<file path="src/rtl/cic_pkg.sv">
// Shared definitions for the CIC decimator: mode encoding, decimation
// limits and the prime counter width.
package cic_pkg;

  // Conversion mode as seen on the mode input.
  typedef enum logic {
    MODE_INCR = 1'b0,  // integrate-and-dump, no comb section
    MODE_CONT = 1'b1   // full CIC with comb section
  } mode_e;

  // Smallest usable decimation factor; requests of 0 or 1 are raised to it.
  localparam int unsigned MIN_DEC = 2;

  // Width of the counter that tracks comb priming frames (ORDER <= 4).
  localparam int unsigned PRIME_W = 3;

  // Raise a requested decimation factor to the smallest usable value.
  function automatic int unsigned clamp_dec(input int unsigned m);
    return (m < MIN_DEC) ? MIN_DEC : m;
  endfunction

endpackage

</file>
<file path="src/rtl/cic_decimator_if.sv">
// Bundle of the CIC decimator's stream input, control inputs and the
// valid/ready result port. The decimator is the slave; whoever feeds
// modulator bits and consumes results is the master.
interface cic_decimator_if #(
  parameter int OUT_W = 16,
  parameter int CNT_W = 8
);

  logic             x_in;
  logic             x_valid;
  logic             mode;
  logic [CNT_W-1:0] dec_m;
  logic             clear;
  logic [OUT_W-1:0] out_data;
  logic             out_valid;
  logic             out_ready;
  logic             overrun;

  modport master (
    output x_in, x_valid, mode, dec_m, clear, out_ready,
    input  out_data, out_valid, overrun
  );

  modport slave (
    input  x_in, x_valid, mode, dec_m, clear, out_ready,
    output out_data, out_valid, overrun
  );

endinterface

</file>
<file path="src/rtl/cic_comb_stage.sv">
// One differentiator of the CIC comb section: o_data = i_data - delayed
// i_data, where the delay advances only at the decimated rate (i_en).
module cic_comb_stage #(
  parameter int W = 16
) (
  input  logic         clk,
  input  logic         rst_n,
  input  logic         i_en,
  input  logic         i_clr,
  input  logic [W-1:0] i_data,
  output logic [W-1:0] o_data
);

  logic [W-1:0] r_dly;

  // Subtraction wraps modulo 2^W, which is what makes CIC wrap-safe.
  assign o_data = i_data - r_dly;

  // Unit delay at the decimated rate, flushed by a synchronous clear.
  // NOTE: state is updated with <= so every stage samples the value its
  // predecessor held before the edge; blocking = would ripple the chain.
  always_ff @(posedge clk or negedge rst_n) begin
    if (!rst_n) begin
      r_dly <= '0;
    end else if (i_clr) begin
      r_dly <= '0;
    end else if (i_en) begin
      r_dly <= i_data;
    end
  end

endmodule

</file>
<file path="src/rtl/cic_decimator.sv">
// CIC decimator for a 1-bit delta-sigma stream. Incremental mode dumps the
// last integrator at each frame end; continuous mode runs the full CIC with
// a comb chain at the decimated rate. Results leave through a single-entry
// valid/ready register with sticky overrun. OUT_W/CNT_W must match the
// parameters of the connected interface instance. ORDER is legal in 1..4.
module cic_decimator
  import cic_pkg::*;
#(
  parameter int ORDER = 2,
  parameter int OUT_W = 16,
  parameter int CNT_W = 8
) (
  input logic            clk,
  input logic            rst_n,
  cic_decimator_if.slave bus
);

  // Integrator cascade state and its next value on an accepted sample.
  logic [OUT_W-1:0]   r_integ     [ORDER];
  logic [OUT_W-1:0]   w_integ_nxt [ORDER];

  // Framing: sample counter, latched decimation factor, priming progress.
  logic [CNT_W-1:0]   r_cnt;
  logic [CNT_W-1:0]   r_mq;
  logic [PRIME_W-1:0] r_prime;
  mode_e              r_mode;

  // Output register.
  logic [OUT_W-1:0]   r_out_data;
  logic               r_out_valid;
  logic               r_overrun;

  // Comb chain taps: w_comb[0] is the dump value, w_comb[ORDER] the result.
  logic [OUT_W-1:0]   w_comb [ORDER+1];

  logic               w_mode_chg;
  logic               w_flush;
  logic               w_accept;
  logic               w_frame_end;
  logic               w_cont;
  logic               w_primed;
  logic               w_load;
  logic [CNT_W-1:0]   w_mq_in;
  logic [OUT_W-1:0]   w_sum;
  logic [OUT_W-1:0]   w_result;

  // A mode change restarts conversion exactly like clear; the sample
  // presented on that edge is discarded along with everything else.
  assign w_mode_chg  = (mode_e'(bus.mode) != r_mode);
  assign w_flush     = bus.clear | w_mode_chg;
  assign w_accept    = bus.x_valid & ~w_flush;
  assign w_cont      = (r_mode == MODE_CONT);

  // Decimation factor as it would be latched at the start of a frame.
  assign w_mq_in     = CNT_W'(clamp_dec(32'(bus.dec_m)));

  // Mq is at least 2, so a frame can never end on the sample with count 0.
  assign w_frame_end = w_accept && (r_cnt != '0) &&
                       (r_cnt == r_mq - CNT_W'(1));

  // Continuous mode emits only after every comb delay holds a real sample.
  assign w_primed    = (r_prime == PRIME_W'(ORDER));
  assign w_load      = w_frame_end && (!w_cont || w_primed);

  // Registered integrator cascade: each stage adds the old value of its
  // predecessor, so the current sample reaches stage k after k edges.
  // NOTE: always_comb assigns every element unconditionally, so no latch
  // can be inferred for the next-state array.
  always_comb begin
    w_integ_nxt[0] = r_integ[0] + OUT_W'(bus.x_in);
    for (int k = 1; k < ORDER; k++) begin
      w_integ_nxt[k] = r_integ[k] + r_integ[k-1];
    end
  end

  // Value the last integrator takes on this edge, current sample included.
  assign w_sum     = w_integ_nxt[ORDER-1];
  assign w_comb[0] = w_sum;

  // Integrators accumulate accepted samples; incremental mode dumps them
  // to zero at each frame end, continuous mode lets them wrap freely.
  // NOTE: the integrators are a small flop array, not RAM, so every entry
  // takes the async reset; an X left here would never wash out.
  always_ff @(posedge clk or negedge rst_n) begin
    if (!rst_n) begin
      for (int k = 0; k < ORDER; k++) r_integ[k] <= '0;
    end else if (w_flush || (w_frame_end && !w_cont)) begin
      for (int k = 0; k < ORDER; k++) r_integ[k] <= '0;
    end else if (w_accept) begin
      for (int k = 0; k < ORDER; k++) r_integ[k] <= w_integ_nxt[k];
    end
  end

  // Framing control: sample counter, Mq latch at frame start, prime count
  // and the registered mode copy used for change detection.
  always_ff @(posedge clk or negedge rst_n) begin
    if (!rst_n) begin
      r_cnt   <= '0;
      r_mq    <= '0;
      r_prime <= '0;
      r_mode  <= MODE_INCR;
    end else begin
      r_mode <= mode_e'(bus.mode);
      if (w_flush) begin
        r_cnt   <= '0;
        r_prime <= '0;
        r_mq    <= w_mq_in;
      end else if (w_accept) begin
        if (r_cnt == '0) begin
          r_mq <= w_mq_in;
        end
        r_cnt <= w_frame_end ? '0 : r_cnt + CNT_W'(1);
        if (w_frame_end && w_cont && !w_primed) begin
          r_prime <= r_prime + PRIME_W'(1);
        end
      end
    end
  end

  // Comb section: ORDER differentiators clocked at the decimated rate.
  // They are only enabled in continuous mode and are flushed on any
  // restart, so in incremental mode their delays sit at zero.
  for (genvar g = 0; g < ORDER; g++) begin : g_comb
    cic_comb_stage #(
      .W (OUT_W)
    ) u_comb (
      .clk    (clk),
      .rst_n  (rst_n),
      .i_en   (w_frame_end && w_cont),
      .i_clr  (w_flush),
      .i_data (w_comb[g]),
      .o_data (w_comb[g+1])
    );
  end

  assign w_result = w_cont ? w_comb[ORDER] : w_sum;

  // Single-entry result buffer: a new result always wins, overwriting an
  // unconsumed one sets the sticky overrun; a restart drops the pending
  // result but leaves the last data visible.
  always_ff @(posedge clk or negedge rst_n) begin
    if (!rst_n) begin
      r_out_data  <= '0;
      r_out_valid <= 1'b0;
      r_overrun   <= 1'b0;
    end else if (w_flush) begin
      r_out_valid <= 1'b0;
      r_overrun   <= 1'b0;
    end else if (w_load) begin
      r_out_data  <= w_result;
      r_out_valid <= 1'b1;
      if (r_out_valid && !bus.out_ready) begin
        r_overrun <= 1'b1;
      end
    end else if (r_out_valid && bus.out_ready) begin
      r_out_valid <= 1'b0;
    end
  end

  assign bus.out_data  = r_out_data;
  assign bus.out_valid = r_out_valid;
  assign bus.overrun   = r_overrun;

endmodule

</file>
<file path="src/flat_wrapper.sv">
// flat-port wrapper written by rule: the top's interface ports become plain ports
module cic_decimator_flat import cic_pkg::*;
#(
  parameter int ORDER = 2,
  parameter int OUT_W = 16,
  parameter int CNT_W = 8
)
  (clk, rst_n, bus_x_in, bus_x_valid, bus_mode, bus_dec_m, bus_clear, bus_out_ready, bus_out_data, bus_out_valid, bus_overrun);
  cic_decimator_if #(.OUT_W(OUT_W), .CNT_W(CNT_W)) bus_i ();
  input logic clk;
  input logic rst_n;
  input wire logic [$bits(bus_i.x_in)-1:0] bus_x_in;
  input wire logic [$bits(bus_i.x_valid)-1:0] bus_x_valid;
  input wire logic [$bits(bus_i.mode)-1:0] bus_mode;
  input wire logic [$bits(bus_i.dec_m)-1:0] bus_dec_m;
  input wire logic [$bits(bus_i.clear)-1:0] bus_clear;
  input wire logic [$bits(bus_i.out_ready)-1:0] bus_out_ready;
  output wire logic [$bits(bus_i.out_data)-1:0] bus_out_data;
  output wire logic [$bits(bus_i.out_valid)-1:0] bus_out_valid;
  output wire logic [$bits(bus_i.overrun)-1:0] bus_overrun;
  assign bus_i.x_in = bus_x_in;
  assign bus_i.x_valid = bus_x_valid;
  assign bus_i.mode = bus_mode;
  assign bus_i.dec_m = bus_dec_m;
  assign bus_i.clear = bus_clear;
  assign bus_i.out_ready = bus_out_ready;
  assign bus_out_data = bus_i.out_data;
  assign bus_out_valid = bus_i.out_valid;
  assign bus_overrun = bus_i.overrun;
  cic_decimator #(.ORDER(ORDER), .OUT_W(OUT_W), .CNT_W(CNT_W)) u_core (.clk(clk), .rst_n(rst_n), .bus(bus_i));
endmodule
</file>
<file path="config.mk">
export PLATFORM = sky130hd
export DESIGN_NAME = cic_decimator_flat
export DESIGN_NICKNAME = d
export VERILOG_FILES = /design/src/rtl/cic_pkg.sv /design/src/rtl/cic_decimator_if.sv /design/src/rtl/cic_comb_stage.sv /design/src/rtl/cic_decimator.sv /design/src/flat_wrapper.sv
export SDC_FILE = /design/constraint.sdc
export NUM_CORES = 1
export LEC_CHECK = 0
export ABC_AREA = 1
export ABC_CLOCK_PERIOD_IN_PS = 4990
export BUFFER_PORTS_ARGS = -buffer_cell sky130_fd_sc_hd__clkbuf_2
export CAP_MARGIN = 20
export CORE_UTILIZATION = 63
export DETAILED_ROUTE_END_ITERATION = 6
export PLACE_DENSITY = 0.8
export SLEW_MARGIN = 10
export SYNTH_ARGS = -nofsm -noshare
export SYNTH_HDL_FRONTEND = slang
export SYNTH_HIERARCHICAL = 1
export SYNTH_SLANG_ARGS = --single-unit
</file>
<file path="constraint.sdc">
create_clock -name clk -period 4.99 [get_ports clk]
set_clock_uncertainty 0.15 [all_clocks]
set_input_delay 0.998 -clock clk [delete_from_list [all_inputs] [get_ports clk]]
set_output_delay 0.998 -clock clk [all_outputs]
set_load 0.1 [all_outputs]
</file>
After elaboration in Yosys (flattened, before gate mapping). Index checks and enable logic that the tools add are counted.

Memories kept: 0. Output and inout port bits: 18. Register bits: 102. Bits in latches: 0. ROM bits: 0. RAM bits: 0.

Mux-type cells: 23. Multipliers: 0. Shift-type cells: 0. Reductions and logical operators: 27. Divide/modulo/power cells: 0. Bitwise logic cells: 3. Magnitude comparators: 1. Equality and inequality tests: 3. Add/sub/neg operators: 7.

Operator list (number): $mux W16 (5); $mux W32 (2); $mux W8 (7); $sub A16 B16 Y16 (2); $add A16 B1 Y16 (1); $add A16 B16 Y16 (1); $reduce_bool A2 Y1 (7); $mux W3 (3); $add A8 B1 Y8 const B (1); $eq A8 B8 Y1 (1); $logic_and A1 B1 Y1 (8); $logic_not A8 Y1 (1); $lt A8 B2 Y1 const B (1); $reduce_and A2 Y1 (4); $reduce_bool A8 Y1 (1); $sub A8 B1 Y8 const B (1); $mux W1 (6); $add A3 B1 Y3 const B (1); $eq A3 B2 Y1 const B (1); $logic_not A1 Y1 (3); $reduce_bool A3 Y1 (1); $logic_or A1 B1 Y1 (2); $and A1 B1 Y1 (1); $ne A1 B1 Y1 (1); other kinds (2) (2).

Longest topological paths before layout.
Depth in word-level cells: 11. Gate-level depth with buffers: 33. Mapped depth without buffers: 33.

Hierarchy. The synthesis kept the hierarchy.

Modules (own cells, without submodules): cic_decimator (area each 4677.0 um^2, sequential area each 1751.7 um^2, cells an instance 637, instances 1); cic_comb_stage at u_core.g_comb[0].u_comb (area each 1649.1 um^2, sequential area each 400.4 um^2, cells an instance 251, instances 1); cic_comb_stage at u_core.g_comb[1].u_comb (area each 1642.8 um^2, sequential area each 400.4 um^2, cells an instance 251, instances 1).

Least setup slack after synthesis. Ideal clock, no wire load.

Path kind: reg-to-reg. Start: reg u_core/r_integ[16] (netlist bit). End: reg u_core.r_out_data[15], in the netlist u_core/bus.out_data[15]. Slack: 1.026 ns. Required time: 4.720 ns. Arrival time: 3.694 ns. Cell stages (with the launch flop): 34. Period minus slack after synthesis: 3.964 ns. Path through: dfrtp_1 ha_1 inv_1 fa_1 nand3b_1 nand2_1 nand2_1 a21oi_1 nor2_1 nand2_1 and2_1 inv_1 ha_1 nand2_1 inv_1 nand2_1 nand2_1 a21oi_1 nand2_1 nand2_1 nand2_1 ha_1 nand2_1 inv_1 nand2_1 nand2_1 a21oi_2 nand2_1 nand2_1 nand2_1 nand2_1 nand2_1 nand2_1 nand2_1.

RTL lines: start: declaration (RTL line cic_decimator.sv:19) `logic [OUT_W-1:0] r_integ [ORDER];`; end signal: assignment (RTL line cic_decimator.sv:150) `r_out_data <= w_result;`; end: declaration (RTL line cic_decimator.sv:29) `logic [OUT_W-1:0] r_out_data;`.

==> impl_results.md <==
- Status: completed
- Die width: 114 um
- Total clock sinks: 102
- GR Overflow Total: 0
- Synthesized area: 0.00797 mm^2
- Mapped Cells: 1139
- Nets: 1240
- Xor/xnor share of the synthesized area: 0.0341
- Synth unique cells: 46
- VDD IR-drop max: 0.000172 V
- Worst skew pair latency: 360 ps
- Worst Setup End Kind: flop
- Placer congestion estimate: 0.974
- Initial antenna violation count: 0
- Main combinational cell family by area after synthesis: simple AND/OR/NAND/NOR gates
- Inserted Clock Buffers: 9
- Power density over the cells: 198 mW/mm^2
- FF+latch count, synth: 102
- Initial drt markers: 545
- Max_cap viols: 0
- # DRC: 0
- Area of the multi-input gates: 0.00457 mm^2
- Post-DP HPWL: 14.6 mm
- DRT Wirelength: 19.1 mm
- # Post-CTS Setup Buffers: 0
- Final setup margin: 382 ps
- Layout cell share with drive strength beyond 1: 0.120
- WL per Instance: 14.2 um
- Leakage Power: 4.73 nW
- Commonest cells after routing, fill and taps aside: nand2_1 (345), inv_1 (183), nand3_1 (106)
- Achievable Freq: 217 MHz
- Hold Path Class: reg2reg
- Final Cycle Share: 0.923
- CTS Hold Bufs: 0
- Worst reg2reg path depth: 31
- Min Hold Slack: 335 ps
- Setup violators final: 0
- Post-synthesis mux area share: 0.00769
- Post-Synth Simple-Gate Area: 0.339
- Initial Util: 0.655
- Total global-route track usage: 0.315
- Antenna cells: 0
- Post-synth top flop: dfrtp_1
- Slowest stage delay, CP: 400 ps
- Core area: 0.0122 mm^2
- Yosys warns: 6
- Final Hold Fails: 0
- Average cell area after synthesis: 7.00 um^2
- Number of fill cells in the layout: 1039
- Detailed Routing Iterations Pass 1: 5
- Htree depth: 3
- Row cnt: 40
- Post-route ant nets: 0
- CTS root buf: clkbuf_16
- Die area: 0.0131 mm^2
- Mapped Nets: 1209
- Setup TNS: 0 ps
- Number of synthesized flops with an enable pin: 0
- Clock slew at reported path FFs: 70 ps
- WHS Path Cells: 2
- Area delta synth->final: 7.51%
- Worst slew margin: 0.374
- IO Port Bufs: 32
- CTS Buffer Depth: 2
- Die height: 114 um
- Post-synthesis compound-gate area fraction: 0.102
- RSZ-0062 raised after global routing: no
- Post-synthesis sequential area ratio: 0.320
- First-pass GRT wire length: 32.0 mm
- Largest net degree at the start of global routing: 76
- Slew Limit Fails: 0
- Vias: 7181
- DP Worst Slack: 539 ps
- Most frequent CP cell: nand2_1
- DR vias/cell: 5.35
- CTS tree: done
- Most common cell after layout, fill and taps aside: nand2_1
- CP required: 5080 ps
- IO Pins: 33
- Slew @ Worst Pin: 933 ps
- Ys async rst share: 1.00
- CP arrival: 4700 ps
- Pwr Total: 1.70 mW
- Crit Path Category: reg2reg
- Final period demand of the worst path: 4610 ps
- Vias in the first global route: 6686
- FF+latch area: 0.00255 mm^2
- Startpoint types: flop
- Adder-Cell Fraction of Synth Area: 0.0892
- Slowest-stage cell, CP: fa_1
- Max FO, Critical Path: 5
## final timing paths
kind,startpoint,slack (ps),end
min in group asynchronous,rst_n,620,u_core/r_mq[5]
worst max-delay path,u_core/r_integ[16],380,u_core/bus.out_data[14]
max in group asynchronous,rst_n,3150,u_core/r_integ[12]
worst min register to register,u_core/bus.out_data[2],330,u_core/bus.out_data[2]
worst max register to register,u_core/r_integ[16],380,u_core/bus.out_data[14]
worst min-delay path,u_core/bus.out_data[2],330,u_core/bus.out_data[2]
## synth_stat cells, types with 4 or more instances
cell      count  area, um^2
nor3_2        7        70.1
nand4_1      10        62.6
xnor2_1      12         105
xor2_1       19         166
nand2_2      18         113
or2_1         4        25.0
inv_2         6        22.5
nand3_1     106         531
o22ai_2       4        50.1
nor3_1        9        45.0
dfrtp_1     102        2550
ha_1         52         651
a21oi_1      46         230
o21ai_0      36         180
nand2_1     345        1290
mux2i_1       5        50.1
o21ai_2      28         245
clkbuf_1      9        33.8
and2_1        7        43.8
a21oi_2       4        35.0
nor2_1       79         297
inv_1       183         687
o21ai_1       4        20.0
buf_6         7        78.8
## where the power goes
group	internal (mW)	total [mW]	leakage [nW]	switching, mW
logic	0.0474	0.166	3.19	0.118
clock network	0.366	0.687	0.138	0.321
registers	0.834	0.845	1.40	0.0112
## metrics by stage
stage	area (um^2)	util	cells
floorplan	7970	-	1139
global placement	8280	0.681	1327
detailed placement	8280	0.681	1327
CTS	8560	0.704	1342
global route	8570	0.704	1342
finish	8570	0.704	1342
## routing by layer
metal | global-route usage | wire length [um] | vias up
li1 | - | - | 3653
met1 | 0.420 | 8780 | 3292
met2 | 0.515 | 8650 | 207
met3 | 0.0688 | 1260 | 29
met4 | 0.0892 | 414 | 0
met5 | 0 | 0 | -
## state kept, by name (all words and copies together) (netlist names)
signal and flops:
u_core/r_cnt 8, u_core/r_mq 8, u_core/r_mode 1, u_core/bus.out_valid 1, u_core/bus.out_data 16, u_core/r_integ 32
u_core/r_prime 3, u_core/bus.overrun 1, u_core/g_comb.u_comb/r_dly 32
## cell families (layout without fill, tap and decap cells)
kind of cell	count (synthesis)	count (layout)
and+or+nand+nor	603	603
buffers and inverters	213	248
AOI/OAI and AO/OA	129	129
DFF	102	102
adders and majority gates	55	55
xor gates and xnor gates	31	31
muxes	6	6
## repair_timing
item | in CTS | in global routing
endpoints found under the hold margin | 0 | 0
resized for setup | 0 | 1
endpoints found under the setup margin | 0 | 1
## critical path: cells and delay by family, from the launching register on
kind                       cells  cell delay (ps)
and+or+nand+nor               22             2180
adders and majority gates      4             1320
DFF                            1              390
AOI/OAI and AO/OA              2              250
buffers and inverters          3              180
## cell type report
| type | count | area share |
|---|---|---|
| multi-input combinational | 824 | 0.533 |
| tap | 168 | 0.0245 |
| inverter | 192 | 0.0846 |
| clock inverter | 4 | 0.00351 |
| clock buffer | 11 | 0.0295 |
| sequential | 102 | 0.298 |
| timing repair buffer | 41 | 0.0269 |
No activity file was read; power rests on OpenSTA's default activity.
